**src/rtl/cpu_apb_pkg.sv**
```systemverilog
// rtl/cpu_apb_pkg.sv - shared types and widths for the CPU-side APB master
package cpu_apb_pkg;

    localparam int APB_ADDR_W = 16;
    localparam int APB_DATA_W = 16;

    typedef enum logic [1:0] {
        IDLE   = 2'd0,
        SETUP  = 2'd1,
        ACCESS = 2'd2
    } apb_state_e;

    // One latched transfer: direction, address and (read-masked) write data
    typedef struct packed {
        logic                  write;
        logic [APB_ADDR_W-1:0] addr;
        logic [APB_DATA_W-1:0] wdata;
    } apb_req_t;

    // Width of an index/counter able to hold values up to n-1 (at least one bit)
    function automatic int idx_w(input int n);
        return (n > 1) ? $clog2(n) : 1;
    endfunction

endpackage

```
**src/rtl/cpu_apb_if.sv**
```systemverilog
// rtl/cpu_apb_if.sv - APB bus bundle with master and slave views
interface cpu_apb_if
    import cpu_apb_pkg::*;
#(
    parameter int ADDR_W = APB_ADDR_W,
    parameter int DATA_W = APB_DATA_W
) ();

    logic [ADDR_W-1:0] paddr;
    logic              pwrite;
    logic              psel;
    logic              penable;
    logic [DATA_W-1:0] pwdata;
    logic [DATA_W-1:0] prdata;
    logic              pready;

    modport master (
        output paddr, pwrite, psel, penable, pwdata,
        input  prdata, pready
    );

    modport slave (
        input  paddr, pwrite, psel, penable, pwdata,
        output prdata, pready
    );

endinterface

```
**src/rtl/rr_arbiter.sv**
```systemverilog
// rtl/rr_arbiter.sv - round-robin one-hot grant, pointer moves past the winner on advance
module rr_arbiter
    import cpu_apb_pkg::*;
#(
    parameter int N = 2
) (
    input  logic         clk,
    input  logic         reset,
    input  logic [N-1:0] req,
    input  logic         advance,
    output logic [N-1:0] grant
);

    localparam int PTR_W = idx_w(N);

    logic [PTR_W-1:0] ptr_q;
    logic [PTR_W-1:0] ptr_d;
    logic [PTR_W-1:0] grant_idx;

    // Grant the first requester found at or after the pointer, wrapping around
    always_comb begin
        grant = '0;
        for (int off = 0; off < N; off++) begin
            if (grant == '0 && req[(int'(ptr_q) + off) % N]) begin
                grant[(int'(ptr_q) + off) % N] = 1'b1;
            end
        end
    end

    // Binary index of the current winner
    always_comb begin
        grant_idx = '0;
        for (int i = 0; i < N; i++) begin
            if (grant[i]) begin
                grant_idx = PTR_W'(i);
            end
        end
    end

    // Next pointer: the requester just after the winner once it is accepted
    always_comb begin
        ptr_d = ptr_q;
        if (advance) begin
            ptr_d = (grant_idx == PTR_W'(N - 1)) ? '0 : grant_idx + 1'b1;
        end
    end

    // Pointer register; reset favours requester 0
    always_ff @(posedge clk or posedge reset) begin
        if (reset) begin
            ptr_q <= '0;
        end else begin
            ptr_q <= ptr_d;
        end
    end

endmodule

```
**src/rtl/cpu_apb_master_ctrl.sv**
```systemverilog
// rtl/cpu_apb_master_ctrl.sv - arbitrated single-outstanding APB master with access timeout
module cpu_apb_master_ctrl
    import cpu_apb_pkg::*;
#(
    parameter int ADDR_W  = APB_ADDR_W,
    parameter int DATA_W  = APB_DATA_W,
    parameter int N_REQ   = 2,
    parameter int TIMEOUT = 15
) (
    input  logic                    clk,
    input  logic                    reset,
    input  logic [N_REQ-1:0]        req_valid,
    input  logic [N_REQ-1:0]        req_write,
    input  logic [N_REQ*ADDR_W-1:0] req_addr,
    input  logic [N_REQ*DATA_W-1:0] req_wdata,
    output logic [N_REQ-1:0]        req_ready,
    output logic [N_REQ-1:0]        rsp_valid,
    output logic [DATA_W-1:0]       rsp_rdata,
    output logic                    rsp_err,
    output logic                    busy,
    cpu_apb_if.master               apb
);

    localparam int CNT_W = idx_w(TIMEOUT + 1);

    apb_state_e        state_q, state_d;
    apb_req_t          xfer_q, xfer_d;
    logic [N_REQ-1:0]  owner_q, owner_d;
    logic [CNT_W-1:0]  cnt_q, cnt_d;
    logic [N_REQ-1:0]  rsp_valid_q, rsp_valid_d;
    logic [DATA_W-1:0] rsp_rdata_q, rsp_rdata_d;
    logic              rsp_err_q, rsp_err_d;

    logic [N_REQ-1:0]  grant;
    logic              accept;
    logic              in_access;
    logic              done_ok;
    logic              timed_out;
    logic              psel_c;
    logic              penable_c;

    rr_arbiter #(.N(N_REQ)) u_arb (
        .clk     (clk),
        .reset   (reset),
        .req     (req_valid),
        .advance (accept),
        .grant   (grant)
    );

    assign accept    = |req_ready;
    assign in_access = (state_q == ACCESS);
    assign done_ok   = in_access && apb.pready;
    // A late pready on the last allowed cycle still completes normally
    assign timed_out = (TIMEOUT != 0) && in_access && !apb.pready
                       && (cnt_q == CNT_W'(TIMEOUT));

    // State register
    always_ff @(posedge clk or posedge reset) begin
        if (reset) begin
            state_q <= IDLE;
        end else begin
            state_q <= state_d;
        end
    end

    // Next-state: one SETUP cycle, then ACCESS until pready or timeout
    always_comb begin
        state_d = state_q;
        case (state_q)
            IDLE:    if (accept) state_d = SETUP;
            SETUP:   state_d = ACCESS;
            ACCESS:  if (done_ok || timed_out) state_d = IDLE;
            default: state_d = IDLE;
        endcase
    end

    // FSM outputs: APB phase strobes and the one-hot accept
    always_comb begin
        req_ready = '0;
        psel_c    = 1'b0;
        penable_c = 1'b0;
        busy      = (state_q != IDLE);
        case (state_q)
            IDLE:    if (!reset) req_ready = req_valid & grant;
            SETUP:   psel_c = 1'b1;
            ACCESS: begin
                psel_c    = 1'b1;
                penable_c = 1'b1;
            end
            default: ;
        endcase
    end

    // Capture the winner's request; later request changes cannot disturb it
    always_comb begin
        xfer_d  = xfer_q;
        owner_d = owner_q;
        if (accept) begin
            owner_d = req_ready;
            for (int i = 0; i < N_REQ; i++) begin
                if (req_ready[i]) begin
                    xfer_d.write = req_write[i];
                    xfer_d.addr  = req_addr[i*ADDR_W +: ADDR_W];
                    xfer_d.wdata = req_write[i] ? req_wdata[i*DATA_W +: DATA_W] : '0;
                end
            end
        end
    end

    // Wait-state counter and the completion response for the owner
    always_comb begin
        cnt_d = '0;
        if (in_access && !apb.pready && !timed_out) begin
            cnt_d = cnt_q + 1'b1;
        end
        rsp_valid_d = (done_ok || timed_out) ? owner_q : '0;
        rsp_rdata_d = (done_ok && !xfer_q.write) ? apb.prdata : '0;
        rsp_err_d   = timed_out;
    end

    // Transfer, counter and response registers
    always_ff @(posedge clk or posedge reset) begin
        if (reset) begin
            xfer_q      <= '0;
            owner_q     <= '0;
            cnt_q       <= '0;
            rsp_valid_q <= '0;
            rsp_rdata_q <= '0;
            rsp_err_q   <= 1'b0;
        end else begin
            xfer_q      <= xfer_d;
            owner_q     <= owner_d;
            cnt_q       <= cnt_d;
            rsp_valid_q <= rsp_valid_d;
            rsp_rdata_q <= rsp_rdata_d;
            rsp_err_q   <= rsp_err_d;
        end
    end

    assign apb.paddr   = xfer_q.addr;
    assign apb.pwrite  = xfer_q.write;
    assign apb.pwdata  = xfer_q.wdata;
    assign apb.psel    = psel_c;
    assign apb.penable = penable_c;

    assign rsp_valid = rsp_valid_q;
    assign rsp_rdata = rsp_rdata_q;
    assign rsp_err   = rsp_err_q;

endmodule

```
**src/flat_wrapper.sv**
```systemverilog
// flat-port wrapper written by rule: the top's interface ports become plain ports
module cpu_apb_master_ctrl_flat import cpu_apb_pkg::*;
#(
    parameter int ADDR_W  = APB_ADDR_W,
    parameter int DATA_W  = APB_DATA_W,
    parameter int N_REQ   = 2,
    parameter int TIMEOUT = 15
)
  (clk, reset, req_valid, req_write, req_addr, req_wdata, req_ready, rsp_valid, rsp_rdata, rsp_err, busy, apb_paddr, apb_pwrite, apb_psel, apb_penable, apb_pwdata, apb_prdata, apb_pready);
  cpu_apb_if #(.ADDR_W(ADDR_W), .DATA_W(DATA_W)) apb_i ();
  input  logic clk;
  input  logic reset;
  input  logic [N_REQ-1:0] req_valid;
  input  logic [N_REQ-1:0] req_write;
  input  logic [N_REQ*ADDR_W-1:0] req_addr;
  input  logic [N_REQ*DATA_W-1:0] req_wdata;
  output logic [N_REQ-1:0] req_ready;
  output logic [N_REQ-1:0] rsp_valid;
  output logic [DATA_W-1:0] rsp_rdata;
  output logic rsp_err;
  output logic busy;
  output wire logic [$bits(apb_i.paddr)-1:0] apb_paddr;
  output wire logic [$bits(apb_i.pwrite)-1:0] apb_pwrite;
  output wire logic [$bits(apb_i.psel)-1:0] apb_psel;
  output wire logic [$bits(apb_i.penable)-1:0] apb_penable;
  output wire logic [$bits(apb_i.pwdata)-1:0] apb_pwdata;
  input wire logic [$bits(apb_i.prdata)-1:0] apb_prdata;
  input wire logic [$bits(apb_i.pready)-1:0] apb_pready;
  assign apb_paddr = apb_i.paddr;
  assign apb_pwrite = apb_i.pwrite;
  assign apb_psel = apb_i.psel;
  assign apb_penable = apb_i.penable;
  assign apb_pwdata = apb_i.pwdata;
  assign apb_i.prdata = apb_prdata;
  assign apb_i.pready = apb_pready;
  cpu_apb_master_ctrl #(.ADDR_W(ADDR_W), .DATA_W(DATA_W), .N_REQ(N_REQ), .TIMEOUT(TIMEOUT)) u_core (.clk(clk), .reset(reset), .req_valid(req_valid), .req_write(req_write), .req_addr(req_addr), .req_wdata(req_wdata), .req_ready(req_ready), .rsp_valid(rsp_valid), .rsp_rdata(rsp_rdata), .rsp_err(rsp_err), .busy(busy), .apb(apb_i));
endmodule
```
**config.mk**
```make
export PLATFORM = sky130hd
export DESIGN_NAME = cpu_apb_master_ctrl_flat
export DESIGN_NICKNAME = d
export VERILOG_FILES = /design/src/rtl/cpu_apb_pkg.sv /design/src/rtl/cpu_apb_if.sv /design/src/rtl/rr_arbiter.sv /design/src/rtl/cpu_apb_master_ctrl.sv /design/src/flat_wrapper.sv
export SDC_FILE = /design/constraint.sdc
export NUM_CORES = 1
export LEC_CHECK = 0
export ABC_AREA = 0
export CAP_MARGIN = 40
export CORE_MARGIN = 3
export CORE_UTILIZATION = 41
export CTS_CLUSTER_DIAMETER = 200
export DETAILED_ROUTE_END_ITERATION = 8
export PLACE_DENSITY = 0.87
export SETUP_SLACK_MARGIN = 0.5
export SLEW_MARGIN = 5
export SYNTH_ARGS = -nofsm -noshare
export SYNTH_HDL_FRONTEND = slang
export SYNTH_HIERARCHICAL = 1
export SYNTH_SLANG_ARGS = --single-unit
```
**constraint.sdc**
```tcl
create_clock -name clk -period 3 [get_ports clk]
set_input_delay 0.6 -clock clk [delete_from_list [all_inputs] [get_ports clk]]
set_output_delay 0.6 -clock clk [all_outputs]
set_load 0.03 [all_outputs]
```
==> impl_results.md, run 1 <==
- Status: complete, no violations
- Critical Path Start Type: primary input
- Synth Area per Inst: 12.5 µm²
- Slowest stage delay, CP: 530 ps
- Initial antenna violation count: 0
- CTS clk-pin slew, worst paths: 60 ps
- Sw frac: 0.352
- Req. time, crit path: 2400 ps
- Fin Clk Skew: 8.16 ps
- Largest net degree at the start of global routing: 32
- Setup WS post-layout: 526 ps
- Final number of max-transition violations: 0
- Port buffer count: 143
- Crit path capture type: output port
- Worst vdd ir: 0.000363 V
- Worst Hold Class: reg2reg
- Die X: 90.8 µm
- GR Util All Layers: 0.183
- Yosys warnings: 6
- Max Cap Violations: 0
- Count leader, synth: dfrtp_1
- Initial core utilization: 0.429
- Area contributors post-synth: dfrtp_1 52%, mux2_4 11%, mux2_2 11%
- Most common library cells after synthesis: 61 x dfrtp_1, 37 x nand2_1, 28 x mux2_2
- Flop pwr share: 0.321
- DR WL/cell: 15.2 µm
- Tcrit/Tclk final: 0.825
- Clock share of power: 0.216
- Post-synth EDFFs: 0
- Core area: 6870 µm²
- CP max-delay cell: clkdlybuf4s50_1
- Total Wirelength: 7320 µm
- NetSw: 1.36 mW
- Synth cell types: 32
- Synth Register Bits: 61
- Main flop type after synthesis: dfrtp_1
- Placement-stage cell area: 4480 µm²
- H-Tree Depth: 3
- Leading area contributor after synthesis: dfrtp_1
- Tmin final: 2470 ps
- Pre-CTS WS: 42.4 ps
- Crit Path Max Fanout: 4
- Grt ovf: 0
- Hpwl dp: 5650 µm
- CP delay by family, top: buffers and inverters
- Fraction of registers with async set/reset: 1.00
- Post-route ant nets: 0
- CP Cell Sequence: clkdlybuf4s50_1 > a21boi_4 > nand4b_1 > inv_1 > clkdlybuf4s18_2
- Via count of the first global-routing pass: 2366
- # setup viols final: 0
- Met2 routed WL: 3860 µm
- Met1 WL: 2760 µm
- Hold buffer count at CTS: 0
- # clock sinks: 61
- DR iter-0 viols: 57
- Die ar.: 8240 µm²
- Residual DRC count: 0
- Pleak: 2.26 nW
- Int Pwr: 2.51 mW
- Syn Inst Count: 235
- I/O pins: 144
- Comb pwr share: 0.463
- Die height: 90.8 µm
- Worst-Margin Slew: 662 ps
- Final Hold Viols: 0
- Sequential-to-total area share from yosys stat: 0.518
- Num CTS Buffers: 9
- Routed met3 length: 635 µm
- Avg Vias per Cell: 4.70
- CTS tree: done
- Via count: 2268
- Critical Path AT: 1870 ps
- Design area: 4730 µm²
- Uppermost layer routed: met4
- First-pass GRT wire length: 11800 µm
- Mapped cell area: 2950 µm²
- Final std cells w/o fill: 483
- N_diodes: 0
- GP Congestion: 0.751
- Area grow syn2layout: 60.7%
- Pre-Repair DR Iteration Count: 4
- Rel. slew slack: 0.557
- WS Path Type: in2out
- Clock Tree Buf Depth: 2
- RSZ-0062 raised after global routing: yes
- Placed Instances: 467
- FP Rows: 30
- Clock Latency Late Sink: 330 ps
- Setup TNS: 0 ps
- Post-Syn Nets: 326
- Power Density: 817 nW/µm²
- Fmax: 404 MHz
- Yosys top cell area share: 0.518
- Critical path buffers and inverters: 3
- Share of cells above drive strength 1: 0.202
- Clock root cell: clkbuf_8
- Hold WS: 473 ps
- Nets: 474
layout make-up:
class	instances	area, µm²
tap	96	120
clock buffer	12	165
clock inverter	3	67.6
fill	510	2140
sequential	61	1530
multi-input combinational	154	1320
timing repair buffer	150	1510
inverter	7	26.3
placed cells by master (no fill, tap or decap), types with 5 or more instances in the layout:
cell / synthesis / final
buf_4: 4 / 6
clkdlybuf4s50_1: 0 / 140
mux2_4: 22 / 22
mux2_2: 28 / 28
clkbuf_8: 0 / 12
nor2_1: 5 / 5
inv_1: 7 / 6
dfrtp_1: 61 / 61
and2_1: 16 / 16
nand2_1: 37 / 37
mux2i_1: 16 / 16
per-stage QoR:
step	util	power, mW
final	0.689	3.87
after global routing	0.689	4.06
after CTS	0.687	3.91
after detailed placement	0.652	3.06
after global placement	0.652	3.01
after floorplan	-	2.28
worst register-to-register path, delay by kind of cell (launching register included):
family                   cells  cell delay [ps]
multiplexers                 2              590
flip-flops                   1              420
AND/OR/NAND/NOR              1              170
adder cells (fa/ha/maj)      1              290
buffers and inverters        3              440
sequential cells by signal, summed over array words and instances, names as in the netlist:
signal and flops:
u_core/apb.pwrite 1, u_core/cnt_q 4, u_core/apb.paddr 16, u_core/state_q 2
u_core/apb.pwdata 16, u_core/rsp_valid 2, u_core/u_arb/ptr_q 1, u_core/rsp_rdata 16
u_core/owner_q 2, u_core/rsp_err 1
path summary, 6_finish.rpt:
path,startpoint,depth (start not counted),endpoint,slack [ps]
hold reg to reg,u_core/cnt_q[0],1,u_core/cnt_q[0],470
setup / recovery,req_valid[0],5,req_ready[0],530
min in group asynchronous,reset,3,u_core/u_arb/ptr_q,590
hold / removal,u_core/cnt_q[0],1,u_core/cnt_q[0],470
setup reg to reg,u_core/state_q[1],7,u_core/apb.paddr[4],990
max in group asynchronous,reset,4,u_core/owner_q[1],1560
routing by layer:
layer,up-vias,global-route usage
li1,1083,-
met1,1086,0.196
met2,91,0.326
met3,8,0.0775
met4,0,0.0536
met5,-,0
cell families after synthesis:
group	after synthesis	share of synthesized area
buffers and inverters	20	0.0399
AO/OA/AOI/OAI	8	0.0217
flip-flops	61	0.518
XOR/XNOR	2	0.00595
AND/OR/NAND/NOR	74	0.124
adder cells (fa/ha/maj)	4	0.0170
multiplexers	66	0.274
what timing repair did:
item,in CTS,in global routing
pin swaps,0,0
setup endpoints to repair,1,3
gates resized for setup,5,3
buffers inserted,0,1
power groups by stage:
stage | registers [mW] | logic (mW) | clock network [mW]
floorplan | 1.73 | 0.548 | 0
global placement | 1.24 | 1.77 | 0
detailed placement | 1.26 | 1.80 | 0
CTS | 1.24 | 1.81 | 0.854
global route | 1.29 | 1.88 | 0.897
finish | 1.24 | 1.79 | 0.834
(Power assumes the default switching activity.)
==> run 2, diff against run 1 <==
- CORE_UTILIZATION: 41 -> 37
- PLACE_DENSITY: 0.87 -> 0.83
- clock period: 3 -> 2.25 ns (I/O delays scaled with it)
==> run 2 against run 1 <==
Cell count up 6.6%. Highest routed layer unchanged. Cell area up 5.6%. Non-clock buffer count up 28. Critical path depth up 3. Die area up 10%. Clock power down 2%. Sequential cell count unchanged.
==> impl_results.md, run 2 (synthesis results as in run 1) <==
- CP max-delay cell: dfrtp_1
- Pleak: 2.60 nW (+15%)
- # setup viols final: 0 (unchanged)
- Most frequent cells in the layout: 83 x clkdlybuf4s50_1, 61 x dfrtp_1, 55 x dlygate4sd2_1, 37 x nand2_1, 31 x mux2_4
- Placement-stage cell area: 4580 µm² (+2.4%)
- Sw frac: 0.389 (+0.0368)
- Hold buffer count at CTS: 0 (unchanged)
- R2r startpoint: u_core/u_arb/ptr_q
- DR iter-0 viols: 61 (+7.0%)
- Total Wirelength: 8180 µm (+12%)
- Flop pwr share: 0.339 (+0.018)
- Pre-Repair DR Iteration Count: 5 (+1)
- CTS clk-pin slew, worst paths: 70 ps (about the same)
- Status: complete, no violations
- Setup TNS: 0 ps (unchanged)
- Rel. slew slack: 0.686 (+0.129)
- Worst vdd ir: 0.000450 V (+24%)
- Clock root cell: clkbuf_8
- Die X: 95.2 µm (+4.9%)
- Die ar.: 9070 µm² (+10%)
- NetSw: 1.90 mW (+39%)
- Core area: 7490 µm² (+9.0%)
- Share of cells above drive strength 1: 0.279 (+0.0773)
- Port buffer count: 143 (unchanged)
- Residual DRC count: 0 (unchanged)
- Die height: 95.2 µm (+4.9%)
- First-pass GRT wire length: 12100 µm (+2.1%)
- N_diodes: 0 (unchanged)
- WS Path Type: reg2reg
- Via count of the first global-routing pass: 2562 (+8.3%)
- Initial core utilization: 0.393 (-0.0353)
- Final Hold Viols: 0 (unchanged)
- Largest net degree at the start of global routing: 39 (+22%)
- Clock Tree Buf Depth: 2 (unchanged)
- RR Endpoint: u_core/apb.paddr[13]
- Post-route ant nets: 0 (unchanged)
- I/O pins: 144 (unchanged)
- H-Tree Depth: 3 (unchanged)
- Fin Clk Skew: 8.00 ps (-0.162 ps)
- Worst Hold Class: in2async
- Design area: 5000 µm² (+5.6%)
- Power Density: 977 nW/µm² (+20%)
- Num CTS Buffers: 9 (unchanged)
- Tcrit/Tclk final: 0.849
- Core Util, Final: 0.668 (-0.0213)
- GR Util All Layers: 0.176 (-0.00731)
- RSZ-0062 raised after global routing: yes
- Clock share of power: 0.168 (-0.048)
- Avg Vias per Cell: 4.65 (-0.88%)
- Initial antenna violation count: 0 (unchanged)
- Crit Path Max Fanout: 5 (+1)
- DR WL/cell: 15.9 µm (+4.8%)
- Int Pwr: 2.98 mW (+19%)
- Final number of max-transition violations: 0 (unchanged)
- Final Power: 4.88 mW (+26%)
- Via count: 2397 (+5.7%)
- Clock Latency Late Sink: 320 ps (about the same)
- GP Congestion: 0.752 (+0.20%)
- # clock sinks: 61 (unchanged)
- Req. time, crit path: 2460 ps (+60 ps)
- Setup WS post-layout: 339 ps (-187 ps)
- Tmin final: 1910 ps
- CTS tree: done
- Comb pwr share: 0.493 (+0.030)
- Worst-case reg-to-reg path depth: 8 (+1)
- Worst-Margin Slew: 471 ps (-192 ps)
- Max Cap Violations: 0 (unchanged)
- Critical Path AT: 2120 ps (+250 ps)
- Slowest stage delay, CP: 400 ps (-130 ps)
- Grt ovf: 0 (unchanged)
- Hpwl dp: 5670 µm (+0.21%)
- Crit path capture type: register
- Fmax: 523 MHz
- CP Cell Sequence: nand2b_4 > and2_4 > nand4b_1 > buf_4 > buf_8 > clkbuf_16 > mux2_2 > mux2_4
- Reg2Reg Setup Slack: 340 ps (-650 ps)
- Pre-CTS WS: -103 ps (-146 ps)
- Area grow syn2layout: 69.7%
- Commonest non-fill, non-tap cell in the layout: clkdlybuf4s50_1
- FP Rows: 31 (+3.3%)
- Nets: 502 (+5.9%)
- Critical Path Start Type: register
==> run 2: what timing repair did <==
item                                    CTS  global route
setup buffers                             8             8
pin swaps                                 2             1
endpoints found under the setup margin   93            37
cloned                                    1             3
gates resized for setup                  75            25
hold endpoints to repair                  0             0
==> run 2: worst max-delay path, delay by kind of cell, from the launching register on <==
family	cells	cell delay [ps]
flops	1	400
buf+inv	3	410
simple gates	3	410
mux	2	580
==> run 2: worst max path at each step <==
stage          slack (ps)  cells past startpoint                from                    to
4_1_cts               360                      6   u_core/state_q[1]          req_ready[1]
2_1_floorplan         470                      8  u_core/u_arb/ptr_q   u_core/apb.paddr[1]
3_5_place_dp         -100                      7        req_valid[0]  u_core/apb.paddr[15]
3_3_place_gp          -20                      7        req_valid[0]  u_core/apb.paddr[12]
5_1_grt               280                      6  u_core/u_arb/ptr_q          req_ready[1]
6_report              340                      8  u_core/u_arb/ptr_q  u_core/apb.paddr[13]
==> run 2: power by group through the flow <==
stage	clock (mW)	sequential [mW]	combinational [mW]
final	0.821	1.65	2.41
after detailed placement	0	1.68	2.42
after CTS	0.851	1.65	2.27
after global placement	0	1.67	2.39
after floorplan	0	2.31	0.745
after global routing	0.904	1.70	2.55
==> run 2: cell type report <==
class / count / area, µm²
tap: 99 / 124
clock buffer: 9 / 124
clock inverter: 7 / 42.5
fill: 581 / 2490
inverter: 7 / 30.0
sequential: 61 / 1530
multi-input combinational: 154 / 1380
timing repair buffer: 178 / 1770
==> run 2: stage by stage <==
stage | hold slack, ps | std cells
floorplan | 179 | 235
global placement | 453 | 479
detailed placement | 461 | 479
CTS | 113 | 504
global route | 122 | 515
finish | 130 | 515
==> run 2: routing by layer <==
layer | vias up | track usage | share of wire
met4 | 0 | 0.0733 | 0.020
li1 | 1142 | - | -
met2 | 95 | 0.306 | 0.52
met3 | 12 | 0.0655 | 0.078
met1 | 1148 | 0.191 | 0.38
met5 | - | 0 | 0
==> run 3, diff against run 2 <==
- CORE_UTILIZATION: 37 -> 41
- PLACE_DENSITY: 0.83 -> 0.87
- clock period: 2.25 -> 2 ns (I/O delays scaled with it)
==> run 3 against run 2 <==
Sequential share of layout area is 0.68 points lower. Clock power is 32% higher. Worst setup slack worse by 220 ps. Core utilization is 7.7 points higher. Sequential power is 13% higher. Power is 20% higher. Combinational power is 20% higher. Cell area is 2.3% higher. Die area is 9.2% lower. Critical path type unchanged.
==> impl_results.md, run 3 (synthesis results as in run 1) <==
- Status: complete, no violations
- Initial core utilization: 0.429 (+0.0353)
- Req. time, crit path: 2200 ps (-260 ps)
- Die ar.: 8240 µm² (-9.2%)
- Worst-Margin Slew: 461 ps (-9.60 ps)
- Max Cap Violations: 0 (unchanged)
- Crit path capture type: register
- Initial antenna violation count: 0 (unchanged)
- Via count of the first global-routing pass: 2781 (+8.5%)
- Critical Path AT: 2090 ps (-30 ps)
- Most frequent cells in the layout: 83 x clkdlybuf4s50_1, 61 x dfrtp_1, 37 x nand2_1, 28 x mux2_4, 25 x buf_4
- CTS tree: done
- Hold buffer count at CTS: 0 (unchanged)
- N_diodes: 0 (unchanged)
- R2r startpoint: u_core/u_arb/ptr_q
- Nets: 509 (+1.4%)
- DR WL/cell: 16.9 µm (+6.3%)
- Port buffer count: 143 (unchanged)
- RSZ-0062 raised after global routing: yes
- Worst Hold Class: in2async
- Critical Path Start Type: register
- Post-route ant nets: 0 (unchanged)
- First-pass GRT wire length: 13900 µm (+15%)
- GP Congestion: 0.768 (+2.1%)
- Commonest non-fill, non-tap cell in the layout: clkdlybuf4s50_1
- Total Wirelength: 8750 µm (+6.9%)
- GR Util All Layers: 0.214 (+0.0384)
- Final Power: 5.84 mW (+20%)
- I/O pins: 144 (unchanged)
- CTS clk-pin slew, worst paths: 60 ps (about the same)
- Rel. slew slack: 0.692 (+0.00575)
- Pre-CTS WS: -356 ps (-253 ps)
- Setup WS post-layout: 116 ps (-223 ps)
- Placement-stage cell area: 4650 µm² (+1.4%)
- FP Rows: 30 (-3.2%)
- Core Util, Final: 0.744 (+0.0765)
- Clock Latency Late Sink: 320 ps (about the same)
- Die X: 90.8 µm (-4.7%)
- Tmin final: 1880 ps (-27.0 ps)
- Final number of max-transition violations: 0 (unchanged)
- WS Path Type: reg2reg
- Placed Instances: 480 (+0.21%)
- Pleak: 2.58 nW (-0.79%)
- Via count: 2506 (+4.5%)
- Setup TNS: 0 ps (unchanged)
- Avg Vias per Cell: 4.84 (+3.9%)
- Setup crit start: u_core/u_arb/ptr_q
- Clock Tree Buf Depth: 2 (unchanged)
- DR iter-0 viols: 58 (-4.9%)
- # setup viols final: 0 (unchanged)
- Hpwl dp: 6220 µm (+9.7%)
- H-Tree Depth: 3 (unchanged)
- Final std cells w/o fill: 518 (+0.58%)
- Crit Path Max Fanout: 11 (+6)
- Fmax: 531 MHz (+1.4%)
- Area grow syn2layout: 73.5%
- Hold WS: 280 ps (+150 ps)
- Tcrit/Tclk final: 0.942 (+0.0926)
- Worst vdd ir: 0.000534 V (+19%)
- Pre-Repair DR Iteration Count: 4 (-1)
- Core area: 6870 µm² (-8.2%)
- Largest net degree at the start of global routing: 24 (-38%)
- Fin Clk Skew: 7.60 ps (-0.398 ps)
- Num CTS Buffers: 9 (unchanged)
- Final Hold Viols: 0 (unchanged)
- Residual DRC count: 0 (unchanged)
- Grt ovf: 0 (unchanged)
- # clock sinks: 61 (unchanged)
- Clock root cell: clkbuf_8
- Die height: 90.8 µm (-4.7%)
- Power Density: 1140 nW/µm² (+17%)
- Design area: 5110 µm² (+2.3%)
- Share of cells above drive strength 1: 0.341 (+0.0624)
run 3: changes by cell type in the layout (fill, tap and decap cells not counted), moves of 2 or more:
cell	change
clkdlybuf4s15_1	+22
clkinvlp_4	-2
clkinv_2	-2
mux2_2	+3
clkbuf_2	+12
buf_6	+7
inv_4	+2
dlygate4sd2_1	-36
clkbuf_8	+2
mux2_4	-3
buf_4	+3
clkbuf_16	-3
run 3: power by group:
| part | switching [mW] | internal (mW) |
|---|---|---|
| registers | 0.229 | 1.64 |
| logic | 1.51 | 1.38 |
| clock network | 0.452 | 0.632 |
| total | 2.19 | 3.66 |
run 3: metal layers:
| layer | routed length (µm) | GRT usage | up-vias |
|---|---|---|---|
| met5 | 0 | 0 | - |
| met4 | 110 | 0.0676 | 0 |
| met3 | 551 | 0.0583 | 11 |
| met2 | 4670 | 0.382 | 106 |
| met1 | 3420 | 0.247 | 1230 |
| li1 | - | - | 1159 |
run 3: what timing repair did:
action / 4_1_cts / 5_1_grt
pin swaps: 7 / 5
setup buffers: 18 / 3
resized for setup: 121 / 48
cloned: 2 / 0
hold endpoints to repair: 0 / 0
setup endpoints to repair: 94 / 84
run 3: final timing paths:
path                                        to  slack (ps)  depth (start not counted)
max in group asynchronous  u_core/apb.paddr[8]        1100                          4
hold reg to reg                u_core/cnt_q[0]         480                          1
min in group clk               u_core/cnt_q[0]         480                          1
setup reg to reg             u_core/apb.pwrite         120                          7
hold / removal              u_core/u_arb/ptr_q         280                          3
setup / recovery             u_core/apb.pwrite         120                          7
run 3: critical path: stages, from the launching register on:
cell      delay (ps)
dfrtp_1          400
nand2b_4         150
and2_4           140
nand4b_1         140
buf_4            190
buf_12           150
mux2_2           340
mux2_2           260
run 3: area by class of cell:
type,count,area (µm²)
fill,471,1760
clock buffer,11,151
timing repair buffer,185,1820
sequential,61,1530
tap,96,120
multi-input combinational,154,1410
clock inverter,4,47.5
inverter,7,35.0
